**src/rtl/mem_arbiter_if.sv**
```systemverilog
// Bus bundle between the fetch/load-store masters, the arbiter and the memory.
// "slave" is the arbiter's view; "master" is the view of whatever drives the masters and the memory.
interface mem_arbiter_if;
  logic        m0_req_i;
  logic [31:0] m0_addr_i;
  logic        m0_gnt_o;
  logic        m0_ack_o;
  logic [31:0] m0_rdata_o;
  logic        m0_err_o;

  logic        m1_req_i;
  logic        m1_we_i;
  logic [31:0] m1_addr_i;
  logic [31:0] m1_wdata_i;
  logic [3:0]  m1_wmask_i;
  logic        m1_gnt_o;
  logic        m1_ack_o;
  logic [31:0] m1_rdata_o;
  logic        m1_err_o;

  logic        s_req_o;
  logic        s_we_o;
  logic [31:0] s_addr_o;
  logic [31:0] s_wdata_o;
  logic [3:0]  s_wmask_o;
  logic [31:0] s_rdata_i;
  logic        s_ack_i;

  logic        hold_o;

  modport slave (
    input  m0_req_i, m0_addr_i,
    output m0_gnt_o, m0_ack_o, m0_rdata_o, m0_err_o,
    input  m1_req_i, m1_we_i, m1_addr_i, m1_wdata_i, m1_wmask_i,
    output m1_gnt_o, m1_ack_o, m1_rdata_o, m1_err_o,
    output s_req_o, s_we_o, s_addr_o, s_wdata_o, s_wmask_o,
    input  s_rdata_i, s_ack_i,
    output hold_o
  );

  modport master (
    output m0_req_i, m0_addr_i,
    input  m0_gnt_o, m0_ack_o, m0_rdata_o, m0_err_o,
    output m1_req_i, m1_we_i, m1_addr_i, m1_wdata_i, m1_wmask_i,
    input  m1_gnt_o, m1_ack_o, m1_rdata_o, m1_err_o,
    input  s_req_o, s_we_o, s_addr_o, s_wdata_o, s_wmask_o,
    output s_rdata_i, s_ack_i,
    input  hold_o
  );
endinterface

```
**src/rtl/mem_arbiter.sv**
```systemverilog
// Round-robin arbiter sharing one single-port memory between instruction fetch (m0)
// and load/store (m1), with one access in flight, access timeout and pipeline hold.
module mem_arbiter #(
  parameter int unsigned TIMEOUT = 255
) (
  input logic         clk,
  input logic         rst_n,
  mem_arbiter_if.slave bus
);
  localparam logic [1:0] IDLE  = 2'd0;
  localparam logic [1:0] BUSY0 = 2'd1;
  localparam logic [1:0] BUSY1 = 2'd2;
  localparam logic [7:0] CNT_LAST = 8'(TIMEOUT - 1);

  logic [1:0]  state_reg;
  logic        last_reg;
  logic [7:0]  cnt_reg;
  logic        pend_reg;
  logic        s_we_reg;
  logic [31:0] s_addr_reg;
  logic [31:0] s_wdata_reg;
  logic [3:0]  s_wmask_reg;
  logic [1:0]  ack_reg;
  logic [1:0]  err_reg;
  logic [31:0] rdata_reg [2];

  logic idle;
  logic gnt0;
  logic gnt1;
  logic sel;

  // Tie goes to whichever master was not served last.
  always_comb begin
    idle = (state_reg == IDLE);
    gnt0 = rst_n & idle & bus.m0_req_i & (~bus.m1_req_i | last_reg);
    gnt1 = rst_n & idle & bus.m1_req_i & (~bus.m0_req_i | ~last_reg);
    sel  = (state_reg == BUSY1);
  end

  always_ff @(posedge clk) begin
    if (!rst_n) begin
      state_reg    <= IDLE;
      last_reg     <= 1'b1;
      cnt_reg      <= 8'd0;
      pend_reg     <= 1'b0;
      s_we_reg     <= 1'b0;
      s_addr_reg   <= 32'd0;
      s_wdata_reg  <= 32'd0;
      s_wmask_reg  <= 4'd0;
      ack_reg      <= 2'b00;
      err_reg      <= 2'b00;
      rdata_reg[0] <= 32'd0;
      rdata_reg[1] <= 32'd0;
    end else begin
      ack_reg <= 2'b00;
      err_reg <= 2'b00;
      if (ack_reg[1]) begin
        pend_reg <= 1'b0;
      end
      case (state_reg)
        IDLE: begin
          if (gnt0) begin
            s_we_reg    <= 1'b0;
            s_addr_reg  <= bus.m0_addr_i;
            s_wdata_reg <= 32'd0;
            s_wmask_reg <= 4'd0;
            last_reg    <= 1'b0;
            cnt_reg     <= 8'd0;
            state_reg   <= BUSY0;
          end else if (gnt1) begin
            s_we_reg    <= bus.m1_we_i;
            s_addr_reg  <= bus.m1_addr_i;
            s_wdata_reg <= bus.m1_wdata_i;
            s_wmask_reg <= bus.m1_wmask_i;
            last_reg    <= 1'b1;
            cnt_reg     <= 8'd0;
            pend_reg    <= 1'b1;
            state_reg   <= BUSY1;
          end
        end
        default: begin
          cnt_reg <= cnt_reg + 8'd1;
          // A real ack on the final counted cycle still wins over the timeout.
          if (bus.s_ack_i) begin
            rdata_reg[sel] <= bus.s_rdata_i;
            ack_reg[sel]   <= 1'b1;
            state_reg      <= IDLE;
          end else if (cnt_reg == CNT_LAST) begin
            rdata_reg[sel] <= 32'd0;
            ack_reg[sel]   <= 1'b1;
            err_reg[sel]   <= 1'b1;
            state_reg      <= IDLE;
          end
        end
      endcase
    end
  end

  assign bus.m0_gnt_o   = gnt0;
  assign bus.m1_gnt_o   = gnt1;
  assign bus.m0_ack_o   = ack_reg[0];
  assign bus.m1_ack_o   = ack_reg[1];
  assign bus.m0_err_o   = err_reg[0];
  assign bus.m1_err_o   = err_reg[1];
  assign bus.m0_rdata_o = rdata_reg[0];
  assign bus.m1_rdata_o = rdata_reg[1];

  assign bus.s_req_o   = ~idle;
  assign bus.s_we_o    = s_we_reg;
  assign bus.s_addr_o  = s_addr_reg;
  assign bus.s_wdata_o = s_wdata_reg;
  assign bus.s_wmask_o = s_wmask_reg;

  assign bus.hold_o = (bus.m1_req_i | pend_reg) & ~ack_reg[1];
endmodule

```
**src/flat_wrapper.sv**
```systemverilog
// flat-port wrapper written by rule: the top's interface ports become plain ports
module mem_arbiter_flat 
#(
  parameter int unsigned TIMEOUT = 255
)
  (clk, rst_n, bus_m0_req_i, bus_m0_addr_i, bus_m0_gnt_o, bus_m0_ack_o, bus_m0_rdata_o, bus_m0_err_o, bus_m1_req_i, bus_m1_we_i, bus_m1_addr_i, bus_m1_wdata_i, bus_m1_wmask_i, bus_m1_gnt_o, bus_m1_ack_o, bus_m1_rdata_o, bus_m1_err_o, bus_s_req_o, bus_s_we_o, bus_s_addr_o, bus_s_wdata_o, bus_s_wmask_o, bus_s_rdata_i, bus_s_ack_i, bus_hold_o);
  mem_arbiter_if bus_i ();
  input logic clk;
  input logic rst_n;
  input wire logic [$bits(bus_i.m0_req_i)-1:0] bus_m0_req_i;
  input wire logic [$bits(bus_i.m0_addr_i)-1:0] bus_m0_addr_i;
  output wire logic [$bits(bus_i.m0_gnt_o)-1:0] bus_m0_gnt_o;
  output wire logic [$bits(bus_i.m0_ack_o)-1:0] bus_m0_ack_o;
  output wire logic [$bits(bus_i.m0_rdata_o)-1:0] bus_m0_rdata_o;
  output wire logic [$bits(bus_i.m0_err_o)-1:0] bus_m0_err_o;
  input wire logic [$bits(bus_i.m1_req_i)-1:0] bus_m1_req_i;
  input wire logic [$bits(bus_i.m1_we_i)-1:0] bus_m1_we_i;
  input wire logic [$bits(bus_i.m1_addr_i)-1:0] bus_m1_addr_i;
  input wire logic [$bits(bus_i.m1_wdata_i)-1:0] bus_m1_wdata_i;
  input wire logic [$bits(bus_i.m1_wmask_i)-1:0] bus_m1_wmask_i;
  output wire logic [$bits(bus_i.m1_gnt_o)-1:0] bus_m1_gnt_o;
  output wire logic [$bits(bus_i.m1_ack_o)-1:0] bus_m1_ack_o;
  output wire logic [$bits(bus_i.m1_rdata_o)-1:0] bus_m1_rdata_o;
  output wire logic [$bits(bus_i.m1_err_o)-1:0] bus_m1_err_o;
  output wire logic [$bits(bus_i.s_req_o)-1:0] bus_s_req_o;
  output wire logic [$bits(bus_i.s_we_o)-1:0] bus_s_we_o;
  output wire logic [$bits(bus_i.s_addr_o)-1:0] bus_s_addr_o;
  output wire logic [$bits(bus_i.s_wdata_o)-1:0] bus_s_wdata_o;
  output wire logic [$bits(bus_i.s_wmask_o)-1:0] bus_s_wmask_o;
  input wire logic [$bits(bus_i.s_rdata_i)-1:0] bus_s_rdata_i;
  input wire logic [$bits(bus_i.s_ack_i)-1:0] bus_s_ack_i;
  output wire logic [$bits(bus_i.hold_o)-1:0] bus_hold_o;
  assign bus_i.m0_req_i = bus_m0_req_i;
  assign bus_i.m0_addr_i = bus_m0_addr_i;
  assign bus_m0_gnt_o = bus_i.m0_gnt_o;
  assign bus_m0_ack_o = bus_i.m0_ack_o;
  assign bus_m0_rdata_o = bus_i.m0_rdata_o;
  assign bus_m0_err_o = bus_i.m0_err_o;
  assign bus_i.m1_req_i = bus_m1_req_i;
  assign bus_i.m1_we_i = bus_m1_we_i;
  assign bus_i.m1_addr_i = bus_m1_addr_i;
  assign bus_i.m1_wdata_i = bus_m1_wdata_i;
  assign bus_i.m1_wmask_i = bus_m1_wmask_i;
  assign bus_m1_gnt_o = bus_i.m1_gnt_o;
  assign bus_m1_ack_o = bus_i.m1_ack_o;
  assign bus_m1_rdata_o = bus_i.m1_rdata_o;
  assign bus_m1_err_o = bus_i.m1_err_o;
  assign bus_s_req_o = bus_i.s_req_o;
  assign bus_s_we_o = bus_i.s_we_o;
  assign bus_s_addr_o = bus_i.s_addr_o;
  assign bus_s_wdata_o = bus_i.s_wdata_o;
  assign bus_s_wmask_o = bus_i.s_wmask_o;
  assign bus_i.s_rdata_i = bus_s_rdata_i;
  assign bus_i.s_ack_i = bus_s_ack_i;
  assign bus_hold_o = bus_i.hold_o;
  mem_arbiter #(.TIMEOUT(TIMEOUT)) u_core (.clk(clk), .rst_n(rst_n), .bus(bus_i));
endmodule
```
**config.mk**
```make
export PLATFORM = sky130hd
export DESIGN_NAME = mem_arbiter_flat
export DESIGN_NICKNAME = d
export VERILOG_FILES = /design/src/rtl/mem_arbiter_if.sv /design/src/rtl/mem_arbiter.sv /design/src/flat_wrapper.sv
export SDC_FILE = /design/constraint.sdc
export NUM_CORES = 1
export LEC_CHECK = 0
export BUFFER_PORTS_ARGS = -buffer_cell sky130_fd_sc_hd__buf_2
export CAP_MARGIN = 20
export CORE_ASPECT_RATIO = 2
export CORE_MARGIN = 2
export CORE_UTILIZATION = 30
export CTS_CLUSTER_DIAMETER = 80
export DETAILED_ROUTE_END_ITERATION = 6
export HOLD_SLACK_MARGIN = 0.03
export MAX_ROUTING_LAYER = met4
export PLACE_DENSITY = 0.58
export SLEW_MARGIN = 20
export SYNTH_ARGS = -nofsm -noshare
export SYNTH_HDL_FRONTEND = slang
export SYNTH_SLANG_ARGS = --single-unit
```
**constraint.sdc**
```tcl
create_clock -name clk -period 4.1 [get_ports clk]
set_input_delay 0.82 -clock clk [delete_from_list [all_inputs] [get_ports clk]]
set_output_delay 0.82 -clock clk [all_outputs]
set_load 0.02 [all_outputs]
```
; ---- Yosys cells after proc, flatten, opt, wreduce, memory -nomap -nowiden
; Memories as Yosys holds them, arrays and structs flattened.
; Index checks and enable logic that the tools add are counted.
[totals]
n_memories = 1
output_inout_bits = 141
wordCells = 82
register_bits = 85
ram_bits = 64
[classes]
n_lt_le_gt_ge = 2
n_reduce_logical = 9
n_addsub = 1
bitwise = 16
n_mux = 40
eq_ne = 3
[memory_table]
columns = name, words, word_bits, rd, rd_ports_with_merged_regs, wr, line
row1 = u_core.rdata_reg, 2, 32, 2, 0, 2, mem_arbiter.sv:25  ; logic [31:0] rdata_reg [2];
[op_table]
columns = operator, count
row1 = $mux 32, 6
row2 = $reduce_or 32->1, 1
row3 = $mux 8, 3
row4 = $mux 1, 21
row5 = $mux 2, 7
row6 = $add 8x1->8 const B, 1
row7 = $eq 8x8->1 const B, 1
row8 = $mux 4, 2
row9 = $and 1x1->1, 6
row10 = $not 1->1, 6
row11 = $or 1x1->1, 4
row12 = $reduce_and 2->1, 2
row13 = $ne 3x3->1 const B, 1
row14 = $reduce_bool 3->1, 1
row15 = $reduce_or 3->1, 1
row16 = $eq 2x2->1 const B, 1
row17 = $logic_not 2->1, 1
row18 = $lt 1x2->1 const B, 1
row19 = $reduce_bool 2->1, 1
row20 = $reduce_or 2->1, 1
row21 = $demux 1 s1, 1
row22 = $ge 1x1->1 const B, 1
row23 = $logic_and 1x1->1, 1

; ---- Depth between registers and ports, before layout
[depth]
word_depth = 9
mapped_depth = 6

; ---- Worst setup path after synthesis
; OpenSTA, ideal clock, no wires.
[synth_path]
kind = register to register
start = register u_core.cnt_reg[2]
end = memory u_core.rdata_reg[1][0], enable pin
t_arrival_ns = 3.263
stages_incl_launch_ff = 5
path_slack_ns = 0.371
path_buffers = 1
setup_time_ns = 0.466
cell_sequence = dfxtp_1 clkbuf_1 and4_1 a41oi_1 o21ai_0
[synth_rtl]
columns = element, line
row1 = from (decl), mem_arbiter.sv:17  ; logic [7:0] cnt_reg;
row2 = from (signal assigned), mem_arbiter.sv:82  ; cnt_reg <= cnt_reg + 8'd1;
row3 = to (decl), mem_arbiter.sv:25

; ---- Final worst setup path
[layout_path]
start = input port rst_n
end = output port bus_m0_gnt_o
[layout_between]
elab_chain_len = 3
[layout_rtl]
columns = element, line
row1 = from (decl), flat_wrapper.sv:9  ; input logic rst_n;
row2 = $and 1x1->1 (3 in a row), mem_arbiter.sv:35  ; gnt0 = rst_n & idle & bus.m0_req_i & (~bus.m1_req_i | last_reg);
row3 = to (decl), flat_wrapper.sv:12  ; output wire logic [$bits(bus_i.m0_gnt_o)-1:0] bus_m0_gnt_o;
; Every way passes these cells.

==> metrics.txt <==
Rows 74; number of flip-flops in the largest register 64; post-synthesis cell count 538; remaining global-route overflow 0; Final Hold Viols 0; Die Width 105.2 µm; Reg power frac 45.6%; maximum VDD drop 0.2233 mV; part of the power in the clock network 38.3%; area delta synth->final 35.44%; Lkg Pwr 0.003882 µW; Worst-Margin Slew 0.8125 ns; outcome completed; Post-CTS Hold Buffers 0; max capacitance violation total 0; CP Max Fanout 65; r2r setup slk 1.84 ns; drt pass-1 iters 4; Mapped Avg Cell Area 11.41 µm²; CTS tree done; routed length per placed instance 15.91 µm; GRT Total Usage 15.92%; fmax 330.0 MHz; Synthesized Nets 678; leading post-synthesis cells by cell area edfxtp_1 (31%), dfxtp_1 (28%), and2_1 (6.5%), o221a_1 (5.9%), a22o_1 (5.3%); initial antenna violation count 0; DR DRC count 0; via count 5,138; htree depth 4; Yosys cell types 44; Initial Util 30.28%; post-synth top area share 31.30%; placed cell count 1,042; die area 0.02169 mm²; WS Path Type primary input to primary output; fin crit share 73.91%; startpoint types primary input; crit path time final 3.030 ns; worst setup margin 1.070 ns; clock transition at the registers of the reported paths 0.06 ns; PwrDens 449.7 mW/mm²; num ports 279; core box area 0.02028 mm²; Hold WC Path Type flip-flop to flip-flop; routed wire length 17,120 µm; crit path buf inv count 3; CP max-delay cell buf_4; Pint 2712 µW; RSZ-0062 raised after global routing false; max incr delay on CP 0.55 ns; FF+latch count, synth 149; Post-CTS Resized 0; Mapped Area 0.006140 mm²; largest net degree at the start of global routing 66; Top delay family on crit path buffers and inverters; crit end category primary output; asr flop ratio synth 0%; IO buf count 278; vias per cell 4.775; HP Start u_core.bus.s_wmask_o[1]; post-DP HPWL 12,160 µm; Initial DRC Count 272; ANT nets after route 0; Top FF cell, synth dfxtp_1; Synth area leader edfxtp_1; Critical Path Start rst_n; setup TNS 0 ns; RR Startpoint u_core.cnt_reg[2]; Slew Limit Fails 0; global-route wire length before repair 25,660 µm; relative slew slack 45.70%; Post-synth EDFFs 64; # Post-CTS Setup Buffers 0; Placer Congestion 0.8196; Finished Cell Area 0.008315 mm²; setup violators final 0; Logic pwr share 16.1%; Clock Path Buffers 2; clock sinks 149; Seq/Total Area, Yosys 59.02%; Num CTS Buffers 17; register area 0.003623 mm²; area of the multi-input gates 0.002145 mm²; Area after DPL 0.007717 mm²; final std cells w/o fill 1,076; switching share of power 27.48%; insertion delay to the later sink of the worst-skew pair 0.43 ns; critical path cell sequence buf_2 -> nor3b_4 -> buf_4 -> and3_1 -> buf_2; root buf cell clkbuf_16; Nets 937; Worst EP arrival 2.21 ns; Final Skew 0.008380 ns; Yosys Warn Count 0; Sw Pwr 1028 µW; ANT cells 0; share of post-route cells with drive strength above 1 40.74%; DP Worst Slack 1.063 ns; vias in the first global route 4,863; CP dominant cell by count buf_2; filler cell count 2,041; height of the die 206.3 µm; Tot Pwr 3739 µW; CP required 3.28 ns
cell usage after synthesis, types with 4 or more instances:
cell and count:
nand2b_1 4, a31oi_1 34, inv_1 39, and2_1 64, a22o_1 37, o21ai_0 7
nor2_1 7, buf_2 12, dfxtp_1 85, nand4_1 4, buf_4 6, edfxtp_1 64
clkbuf_1 25, buf_6 4, nand2_1 42, o211ai_1 33, o221a_1 32
power groups by stage:
stage / combinational (µW) / clock, µW / sequential [µW]
final: 600 / 1430 / 1710
after global routing: 651 / 1540 / 1720
after CTS: 600 / 1470 / 1710
after detailed placement: 600 / 0 / 1740
after global placement: 594 / 0 / 1740
after floorplan: 254 / 0 / 1860
layout by cell type, fill, tap and decap left out, types with 6 or more instances in the layout:
cell type,Yosys,routed
dfxtp_1,85,85
inv_1,39,39
buf_4,6,10
a22o_1,37,37
nand2_1,42,42
o211ai_1,33,33
buf_2,12,278
a31oi_1,34,34
and2_1,64,64
nor2_1,7,6
clkbuf_16,0,17
o221a_1,32,32
edfxtp_1,64,64
cells by family (layout without fill, tap and decap cells):
kind of cell               after synthesis  in the layout  synth area share (%)
and+or+nand+nor                        138            138                 12.29
muxes                                    1              1                0.1630
AOI/OAI and AO/OA                      158            158                 21.52
buffers and inverters                   90            362                 6.603
DFF                                    149            149                 59.02
adders and majority gates                2              2                0.4075
worst reg2reg max path, delay by kind of cell (launching register included):
| kind | cells | cell delay (ns) |
|---|---|---|
| buffers and inverters | 1 | 0.24 |
| and+or+nand+nor | 1 | 0.27 |
| DFF | 1 | 0.46 |
| AOI/OAI and AO/OA | 2 | 1.00 |
path summary, 6_finish.rpt:
check	cells past startpoint	end
max	5	bus_m0_gnt_o
min	1	u_core.bus.s_wmask_o[1]
max reg2reg	4	u_core.rdata_reg[0][29]
min reg2reg	1	u_core.bus.s_wmask_o[1]
cell type report:
class / instances / area share (%)
clock buffer: 20 / 5.251
clock inverter: 12 / 1.279
inverter: 40 / 1.806
multi-input combinational: 299 / 25.79
sequential: 149 / 43.58
tap: 266 / 4.002
timing repair buffer: 290 / 18.30
per-layer routing:
layer | global-route usage, % | vias up | part of all wire [%]
met2 | 28.53 | 219 | 55
met5 | - | - | 0
met3 | 3.627 | 27 | 5.4
li1 | - | 2496 | -
met1 | 16.14 | 2396 | 37
met4 | 8.048 | 0 | 2.4
stage by stage:
step | hold WS (ns) | utilization, %
detailed placement | 0.4500 | 38.06
global route | 0.4853 | 41.01
global placement | 0.4525 | 38.06
finish | 0.4675 | 41.01
CTS | 0.4717 | 40.74
floorplan | 0.4450 | -
Note: power is estimated with default switching activity, not from simulation.
